[config.mk]
export PLATFORM = sky130hd
export DESIGN_NAME = id_ex_register_flat
export DESIGN_NICKNAME = d
export VERILOG_FILES = /design/src/rtl/riscv_pipe_pkg.sv /design/src/rtl/id_ex_register_if.sv /design/src/rtl/id_ex_register_load_use_detect.sv /design/src/rtl/id_ex_register.sv /design/src/flat_wrapper.sv
export SDC_FILE = /design/constraint.sdc
export NUM_CORES = 1
export LEC_CHECK = 0
export CAP_MARGIN = 10
export CORE_AREA = 2 2 221 223
export CTS_CLUSTER_SIZE = 28
export DETAILED_ROUTE_END_ITERATION = 16
export DIE_AREA = 0 0 223 225
export GPL_TIMING_DRIVEN = 0
export HOLD_SLACK_MARGIN = 0.05
export PLACE_DENSITY = 0.72
export REMOVE_ABC_BUFFERS = 1
export SETUP_SLACK_MARGIN = 0.15
export SLEW_MARGIN = 5
export SYNTH_ARGS = -nofsm -noshare
export SYNTH_HDL_FRONTEND = slang
export SYNTH_SLANG_ARGS = --single-unit
[constraint.sdc]
create_clock -name clk -period 2.1 [get_ports clk]
set_clock_uncertainty 0.1 [all_clocks]
set_input_delay 0.42 -clock clk [delete_from_list [all_inputs] [get_ports clk]]
set_output_delay 0.42 -clock clk [all_outputs]
set_load 0.01 [all_outputs]
[src/rtl/riscv_pipe_pkg.sv]
// rtl/riscv_pipe_pkg.sv - shared widths and decoded-control bundle for the ID/EX stage
package riscv_pipe_pkg;

  localparam int DATA_W  = 64;
  localparam int REG_AW  = 5;
  localparam int ALUOP_W = 2;

  typedef struct packed {
    logic               reg_write;
    logic               mem_read;
    logic               mem_write;
    logic               mem_to_reg;
    logic               branch;
    logic               alu_src;
    logic [ALUOP_W-1:0] alu_op;
  } ctrl_t;

  localparam ctrl_t CTRL_BUBBLE = '0;

endpackage

[src/rtl/id_ex_register_if.sv]
// rtl/id_ex_register_if.sv - decode-side inputs, EX-stage copies and stall for the ID/EX register
interface id_ex_register_if #(
  parameter int DATA_W  = riscv_pipe_pkg::DATA_W,
  parameter int REG_AW  = riscv_pipe_pkg::REG_AW,
  parameter int ALUOP_W = riscv_pipe_pkg::ALUOP_W
);

  logic               id_valid;
  logic [DATA_W-1:0]  id_pc, id_rs1_data, id_rs2_data, id_imm;
  logic [REG_AW-1:0]  id_rs1, id_rs2, id_rd;
  logic               id_uses_rs1, id_uses_rs2;
  logic               id_reg_write, id_mem_read, id_mem_write, id_mem_to_reg, id_branch, id_alu_src;
  logic [ALUOP_W-1:0] id_alu_op;
  logic [3:0]         id_funct;
  logic               flush;

  logic               ex_valid;
  logic [DATA_W-1:0]  ex_pc, ex_rs1_data, ex_rs2_data, ex_imm;
  logic [REG_AW-1:0]  ex_rs1, ex_rs2, ex_rd;
  logic               ex_reg_write, ex_mem_read, ex_mem_write, ex_mem_to_reg, ex_branch, ex_alu_src;
  logic [ALUOP_W-1:0] ex_alu_op;
  logic [3:0]         ex_funct;
  logic               hazard_stall;

  modport master (
    output id_valid, id_pc, id_rs1_data, id_rs2_data, id_imm, id_rs1, id_rs2, id_rd,
           id_uses_rs1, id_uses_rs2, id_reg_write, id_mem_read, id_mem_write, id_mem_to_reg,
           id_branch, id_alu_src, id_alu_op, id_funct, flush,
    input  ex_valid, ex_pc, ex_rs1_data, ex_rs2_data, ex_imm, ex_rs1, ex_rs2, ex_rd,
           ex_reg_write, ex_mem_read, ex_mem_write, ex_mem_to_reg, ex_branch, ex_alu_src,
           ex_alu_op, ex_funct, hazard_stall
  );

  modport slave (
    input  id_valid, id_pc, id_rs1_data, id_rs2_data, id_imm, id_rs1, id_rs2, id_rd,
           id_uses_rs1, id_uses_rs2, id_reg_write, id_mem_read, id_mem_write, id_mem_to_reg,
           id_branch, id_alu_src, id_alu_op, id_funct, flush,
    output ex_valid, ex_pc, ex_rs1_data, ex_rs2_data, ex_imm, ex_rs1, ex_rs2, ex_rd,
           ex_reg_write, ex_mem_read, ex_mem_write, ex_mem_to_reg, ex_branch, ex_alu_src,
           ex_alu_op, ex_funct, hazard_stall
  );

endinterface

[src/rtl/id_ex_register_load_use_detect.sv]
// rtl/id_ex_register_load_use_detect.sv - combinational load-use stall between EX load and ID consumer
module load_use_detect #(
  parameter int REG_AW = 5
) (
  input  logic              id_valid,
  input  logic              flush,
  input  logic              ex_valid,
  input  logic              ex_mem_read,
  input  logic [REG_AW-1:0] ex_rd,
  input  logic [REG_AW-1:0] id_rs1,
  input  logic [REG_AW-1:0] id_rs2,
  input  logic              id_uses_rs1,
  input  logic              id_uses_rs2,
  output logic              hazard_stall
);

  logic rs1_hit, rs2_hit;

  assign rs1_hit = id_uses_rs1 && (id_rs1 == ex_rd);
  assign rs2_hit = id_uses_rs2 && (id_rs2 == ex_rd);

  // x0 is hardwired zero, so a load targeting it never produces a value to wait for
  assign hazard_stall = id_valid && !flush && ex_valid && ex_mem_read &&
                        (ex_rd != '0) && (rs1_hit || rs2_hit);

endmodule

[src/rtl/id_ex_register.sv]
// rtl/id_ex_register.sv - ID/EX pipeline register with bubble insertion on flush, load-use or empty ID
module id_ex_register
  import riscv_pipe_pkg::*;
(
  input logic               clk,
  input logic               reset,
  id_ex_register_if.slave   bus
);

  ctrl_t id_ctrl;
  ctrl_t ex_ctrl;
  logic  stall;
  logic  bubble;

  assign id_ctrl = '{
    reg_write:  bus.id_reg_write,
    mem_read:   bus.id_mem_read,
    mem_write:  bus.id_mem_write,
    mem_to_reg: bus.id_mem_to_reg,
    branch:     bus.id_branch,
    alu_src:    bus.id_alu_src,
    alu_op:     bus.id_alu_op
  };

  load_use_detect #(.REG_AW(REG_AW)) u_detect (
    .id_valid    (bus.id_valid),
    .flush       (bus.flush),
    .ex_valid    (bus.ex_valid),
    .ex_mem_read (ex_ctrl.mem_read),
    .ex_rd       (bus.ex_rd),
    .id_rs1      (bus.id_rs1),
    .id_rs2      (bus.id_rs2),
    .id_uses_rs1 (bus.id_uses_rs1),
    .id_uses_rs2 (bus.id_uses_rs2),
    .hazard_stall(stall)
  );

  // flush, a load-use stall and an empty ID slot all collapse to the same bubble
  assign bubble = bus.flush || stall || !bus.id_valid;

  always_ff @(posedge clk or negedge reset) begin
    if (!reset) begin
      bus.ex_valid    <= 1'b0;
      ex_ctrl         <= CTRL_BUBBLE;
      bus.ex_pc       <= '0;
      bus.ex_rs1_data <= '0;
      bus.ex_rs2_data <= '0;
      bus.ex_imm      <= '0;
      bus.ex_rs1      <= '0;
      bus.ex_rs2      <= '0;
      bus.ex_rd       <= '0;
      bus.ex_funct    <= '0;
    end else if (bubble) begin
      // data and register fields are left stale; only validity and control are squashed
      bus.ex_valid <= 1'b0;
      ex_ctrl      <= CTRL_BUBBLE;
    end else begin
      bus.ex_valid    <= 1'b1;
      ex_ctrl         <= id_ctrl;
      bus.ex_pc       <= bus.id_pc;
      bus.ex_rs1_data <= bus.id_rs1_data;
      bus.ex_rs2_data <= bus.id_rs2_data;
      bus.ex_imm      <= bus.id_imm;
      bus.ex_rs1      <= bus.id_rs1;
      bus.ex_rs2      <= bus.id_rs2;
      bus.ex_rd       <= bus.id_rd;
      bus.ex_funct    <= bus.id_funct;
    end
  end

  assign bus.ex_reg_write  = ex_ctrl.reg_write;
  assign bus.ex_mem_read   = ex_ctrl.mem_read;
  assign bus.ex_mem_write  = ex_ctrl.mem_write;
  assign bus.ex_mem_to_reg = ex_ctrl.mem_to_reg;
  assign bus.ex_branch     = ex_ctrl.branch;
  assign bus.ex_alu_src    = ex_ctrl.alu_src;
  assign bus.ex_alu_op     = ex_ctrl.alu_op;
  assign bus.hazard_stall  = stall;

endmodule

[src/flat_wrapper.sv]
// flat-port wrapper written by rule: the top's interface ports become plain ports
module id_ex_register_flat import riscv_pipe_pkg::*;
  (clk, reset, bus_id_valid, bus_id_pc, bus_id_rs1_data, bus_id_rs2_data, bus_id_imm, bus_id_rs1, bus_id_rs2, bus_id_rd, bus_id_uses_rs1, bus_id_uses_rs2, bus_id_reg_write, bus_id_mem_read, bus_id_mem_write, bus_id_mem_to_reg, bus_id_branch, bus_id_alu_src, bus_id_alu_op, bus_id_funct, bus_flush, bus_ex_valid, bus_ex_pc, bus_ex_rs1_data, bus_ex_rs2_data, bus_ex_imm, bus_ex_rs1, bus_ex_rs2, bus_ex_rd, bus_ex_reg_write, bus_ex_mem_read, bus_ex_mem_write, bus_ex_mem_to_reg, bus_ex_branch, bus_ex_alu_src, bus_ex_alu_op, bus_ex_funct, bus_hazard_stall);
  id_ex_register_if bus_i ();
  input logic clk;
  input logic reset;
  input wire logic [$bits(bus_i.id_valid)-1:0] bus_id_valid;
  input wire logic [$bits(bus_i.id_pc)-1:0] bus_id_pc;
  input wire logic [$bits(bus_i.id_rs1_data)-1:0] bus_id_rs1_data;
  input wire logic [$bits(bus_i.id_rs2_data)-1:0] bus_id_rs2_data;
  input wire logic [$bits(bus_i.id_imm)-1:0] bus_id_imm;
  input wire logic [$bits(bus_i.id_rs1)-1:0] bus_id_rs1;
  input wire logic [$bits(bus_i.id_rs2)-1:0] bus_id_rs2;
  input wire logic [$bits(bus_i.id_rd)-1:0] bus_id_rd;
  input wire logic [$bits(bus_i.id_uses_rs1)-1:0] bus_id_uses_rs1;
  input wire logic [$bits(bus_i.id_uses_rs2)-1:0] bus_id_uses_rs2;
  input wire logic [$bits(bus_i.id_reg_write)-1:0] bus_id_reg_write;
  input wire logic [$bits(bus_i.id_mem_read)-1:0] bus_id_mem_read;
  input wire logic [$bits(bus_i.id_mem_write)-1:0] bus_id_mem_write;
  input wire logic [$bits(bus_i.id_mem_to_reg)-1:0] bus_id_mem_to_reg;
  input wire logic [$bits(bus_i.id_branch)-1:0] bus_id_branch;
  input wire logic [$bits(bus_i.id_alu_src)-1:0] bus_id_alu_src;
  input wire logic [$bits(bus_i.id_alu_op)-1:0] bus_id_alu_op;
  input wire logic [$bits(bus_i.id_funct)-1:0] bus_id_funct;
  input wire logic [$bits(bus_i.flush)-1:0] bus_flush;
  output wire logic [$bits(bus_i.ex_valid)-1:0] bus_ex_valid;
  output wire logic [$bits(bus_i.ex_pc)-1:0] bus_ex_pc;
  output wire logic [$bits(bus_i.ex_rs1_data)-1:0] bus_ex_rs1_data;
  output wire logic [$bits(bus_i.ex_rs2_data)-1:0] bus_ex_rs2_data;
  output wire logic [$bits(bus_i.ex_imm)-1:0] bus_ex_imm;
  output wire logic [$bits(bus_i.ex_rs1)-1:0] bus_ex_rs1;
  output wire logic [$bits(bus_i.ex_rs2)-1:0] bus_ex_rs2;
  output wire logic [$bits(bus_i.ex_rd)-1:0] bus_ex_rd;
  output wire logic [$bits(bus_i.ex_reg_write)-1:0] bus_ex_reg_write;
  output wire logic [$bits(bus_i.ex_mem_read)-1:0] bus_ex_mem_read;
  output wire logic [$bits(bus_i.ex_mem_write)-1:0] bus_ex_mem_write;
  output wire logic [$bits(bus_i.ex_mem_to_reg)-1:0] bus_ex_mem_to_reg;
  output wire logic [$bits(bus_i.ex_branch)-1:0] bus_ex_branch;
  output wire logic [$bits(bus_i.ex_alu_src)-1:0] bus_ex_alu_src;
  output wire logic [$bits(bus_i.ex_alu_op)-1:0] bus_ex_alu_op;
  output wire logic [$bits(bus_i.ex_funct)-1:0] bus_ex_funct;
  output wire logic [$bits(bus_i.hazard_stall)-1:0] bus_hazard_stall;
  assign bus_i.id_valid = bus_id_valid;
  assign bus_i.id_pc = bus_id_pc;
  assign bus_i.id_rs1_data = bus_id_rs1_data;
  assign bus_i.id_rs2_data = bus_id_rs2_data;
  assign bus_i.id_imm = bus_id_imm;
  assign bus_i.id_rs1 = bus_id_rs1;
  assign bus_i.id_rs2 = bus_id_rs2;
  assign bus_i.id_rd = bus_id_rd;
  assign bus_i.id_uses_rs1 = bus_id_uses_rs1;
  assign bus_i.id_uses_rs2 = bus_id_uses_rs2;
  assign bus_i.id_reg_write = bus_id_reg_write;
  assign bus_i.id_mem_read = bus_id_mem_read;
  assign bus_i.id_mem_write = bus_id_mem_write;
  assign bus_i.id_mem_to_reg = bus_id_mem_to_reg;
  assign bus_i.id_branch = bus_id_branch;
  assign bus_i.id_alu_src = bus_id_alu_src;
  assign bus_i.id_alu_op = bus_id_alu_op;
  assign bus_i.id_funct = bus_id_funct;
  assign bus_i.flush = bus_flush;
  assign bus_ex_valid = bus_i.ex_valid;
  assign bus_ex_pc = bus_i.ex_pc;
  assign bus_ex_rs1_data = bus_i.ex_rs1_data;
  assign bus_ex_rs2_data = bus_i.ex_rs2_data;
  assign bus_ex_imm = bus_i.ex_imm;
  assign bus_ex_rs1 = bus_i.ex_rs1;
  assign bus_ex_rs2 = bus_i.ex_rs2;
  assign bus_ex_rd = bus_i.ex_rd;
  assign bus_ex_reg_write = bus_i.ex_reg_write;
  assign bus_ex_mem_read = bus_i.ex_mem_read;
  assign bus_ex_mem_write = bus_i.ex_mem_write;
  assign bus_ex_mem_to_reg = bus_i.ex_mem_to_reg;
  assign bus_ex_branch = bus_i.ex_branch;
  assign bus_ex_alu_src = bus_i.ex_alu_src;
  assign bus_ex_alu_op = bus_i.ex_alu_op;
  assign bus_ex_funct = bus_i.ex_funct;
  assign bus_hazard_stall = bus_i.hazard_stall;
  id_ex_register u_core (.clk(clk), .reset(reset), .bus(bus_i));
endmodule
==> results_dict.tcl <==
set metrics [dict create \
    yosysSeqAreaShare_pct 39.4 \
    status "complete, but fails checks" \
    crit_start "u_core.bus.ex_rd[3]" \
    p_leak_nw 10.2 \
    crit_arrival_ps 2830 \
    cts_tree "yes" \
    grt_pass1_vias 20000 \
    synth_top_family_by_area "compound AO/OA/AOI/OAI gates" \
    slowest_delay_ps 460 \
    htree_levels 2 \
    overflow 0 \
    cp_data_required_time_ps 1580 \
    instances_no_fill 3147 \
    fin_crit_ps 3350 \
    dieArea_mm2 0.0502 \
    ir_drop_mv 0.507 \
    netlist.area_leader.share_pct 39.4 \
    cap_violations 0 \
    reg2reg_depth 15 \
    async_reset_ff_share_pct 100 \
    fp-row-count 80 \
    totalWireLength_mm 85.4 \
    drive_gt1_share_pct 11.0 \
    place.detailed.hpwl_mm 46.4 \
    synth_cells 1967 \
    viasPerCell 6.65 \
    die_w_um 223 \
    cts-root-buf "clkbuf_16" \
    rr_startpoint "u_core.bus.ex_rd[3]" \
    portBuffers 573 \
    crit_top_cell "buf_12" \
    yosys.area.top_type "dfrtp_1" \
    clk_path_buf_depth 3 \
    cp-endpoint "bus_hazard_stall" \
    cts.clk_slew.worst_paths_ps 60 \
    crit_chain "xnor2_2 -> nand4_1 -> clkbuf_16 -> buf_12 -> buf_12 -> buf_12 -> o22a_4 -> buf_16 -> buf_16 -> nor2_4 -> buf_6" \
    max_clock_freq_mhz 298 \
    routedWlPerCell_um 27.1 \
    vias 20900 \
    clock_sinks 284 \
    final-max-slew-violation-count 0 \
    tightestPinTransition_ps 880 \
    path_class "reg2out" \
    yosys-top-cells-area "dfrtp_1, o221ai_1, a22oi_1, o211ai_1, and2_1" \
    drt_iter0_markers 2627 \
    violations "setup timing" \
    yosys.area_share.simple_pct 15.5 \
    drc_errors 0 \
    setup_viol 293 \
    ys_warn_count 0 \
    crit_fanout 4 \
    rsz0062_at_grt "yes" \
    synthFlopType "dfrtp_1" \
    synth_compound_area_share_pct 37.0 \
    synth_area_mm2 0.0180 \
    cpMaxStageDelayCell "dfrtp_2" \
    setup_slack_ps -1250 \
    cts-buffers-inserted 36 \
    whs_ps 331 \
    place_congestion 0.800 \
    synth_edf_count 0 \
    ant_nets 0 \
    synth_fa_ha_area_share_pct 0 \
    ys_ff_latch 284 \
    syn_to_final_growth_pct 56.2 \
    core_area_mm2 0.0475 \
    io_pins 574 \
    p_per_area_mw_per_mm2 721 \
    hold_path_class "in2reg" \
    fin_crit_sh_pct 160 \
    start_util_pct 38.0 \
    first_pass_iters 6 \
    yosysMostFrequentCell "dfrtp_1" \
    nets 2792 \
    synth_area_per_cell_um2 9.18 \
    synth.top_cells.by_count "dfrtp_1, nand2_1" \
    worst_skew_pair.late_latency_ps 540 \
    grt.total_usage_pct 30.4 \
    grt_pass1_wl_mm 122 \
    dp.cells 2952 \
    crit_path_end_kind "primary output" \
    critPathLaunchType "flip-flop" \
    r2r-end "u_core.bus.ex_rs2_data[27]" \
    synth_cell_types 21 \
    grt_max_degree 105 \
    synth_mux_area_share_pct 0 \
    synth_xor_area_share_pct 0.485 \
    relSlewSlack_pct 41.4 \
    rrSetupSlack_ps -1040 \
    hold_viol_final 0 \
    tns_ps -257450 \
    grt_antenna_before_repair 12 \
    fp.dieH_um 225 \
]
## metal layers
layer | track usage (%) | wire length [µm] | vias up
li1 | - | - | 8814
met1 | 38.8 | 31900 | 10300
met2 | 47.6 | 39300 | 1448
met3 | 7.24 | 8900 | 325
met4 | 16.6 | 5150 | 2
met5 | 0 | 15 | -
## layout make-up
| class | count | area, µm² |
|---|---|---|
| fillers | 3834 | 19400 |
| multi-input cells | 1411 | 9760 |
| repair buffers | 770 | 9370 |
| flip-flops and latches | 284 | 7110 |
| clock buffers | 51 | 1050 |
| well taps | 615 | 769 |
| clock inverters | 5 | 103 |
| diodes | 11 | 27.5 |
## what timing repair did
item | in CTS | in global routing
buffers inserted | 48 | 29
pin swaps | 115 | 43
endpoints found under the setup margin | 566 | 567
endpoints found under the hold margin | 99 | 0
cloned | 28 | 22
hold buffers | 1 | 0
resized for setup | 60 | 46
## worst max-delay path, delay by kind of cell, from the launching register on
| kind | cells | cell delay [ps] |
|---|---|---|
| compound gates | 1 | 260 |
| xor+xnor | 1 | 270 |
| buf+inv | 7 | 950 |
| flops | 1 | 460 |
| simple gates | 2 | 340 |
## metrics by stage
step / power, mW / util, % / setup WS, ps / instance area [µm²]
after detailed placement: 13.2 / 52.1 / -2780 / 24800
after floorplan: 9.41 / - / -10860 / 16700
after CTS: 20.0 / 57.3 / -1110 / 27200
after global routing: 21.0 / 59.3 / -1270 / 28200
after global placement: 12.6 / 48.7 / -27870 / 23200
final: 20.3 / 59.3 / -1250 / 28200
## power by group
part | internal, mW | switching (mW) | total (mW) | leakage [nW]
registers | 6.30 | 0.722 | 7.02 | 3.27
logic | 3.56 | 3.35 | 6.91 | 6.32
clock network | 3.81 | 2.58 | 6.39 | 0.561
total | 13.7 | 6.65 | 20.3 | 10.2
## worst min-delay path by stage
stage | from | end | slack, ps | cells past startpoint
6_report | bus_id_mem_to_reg | u_core.bus.ex_mem_to_reg | 330 | 2
5_1_grt | bus_id_alu_op[1] | u_core.bus.ex_alu_op[1] | 320 | 2
4_1_cts | bus_id_mem_write | u_core.bus.ex_mem_write | 300 | 2
3_5_place_dp | reset | u_core.bus.ex_pc[10] | 450 | 1
3_3_place_gp | u_core.bus.ex_funct[0] | u_core.bus.ex_funct[0] | 440 | 2
2_1_floorplan | reset | u_core.bus.ex_alu_op[0] | 20 | 0
## cell families (layout without fill, tap and decap cells)
| group | after synthesis | in the layout |
|---|---|---|
| AND/OR/NAND/NOR | 558 | 560 |
| flip-flops | 284 | 284 |
| other | 0 | 11 |
| AO/OA/AOI/OAI | 837 | 841 |
| buffers and inverters | 278 | 826 |
| XOR/XNOR | 10 | 10 |
## cell usage in the layout, fill, tap and decap left out, types with 3 or more instances in the layout
master and instances:
a22oi_1 275, and2_1 275, buf_12 27, buf_16 52, buf_4 45, buf_6 27, buf_8 19, bufbuf_16 7
bufinv_16 3, clkbuf_1 7, clkbuf_16 57, clkbuf_8 7, clkdlybuf4s50_1 569, dfrtp_1 279, dfrtp_2 5, diode_2 11
nand2_1 275, o211a_1 8, o211ai_1 275, o221ai_1 271, o221ai_2 3, xnor2_1 3, xnor2_2 7
Power figures use the tool's default switching activity.
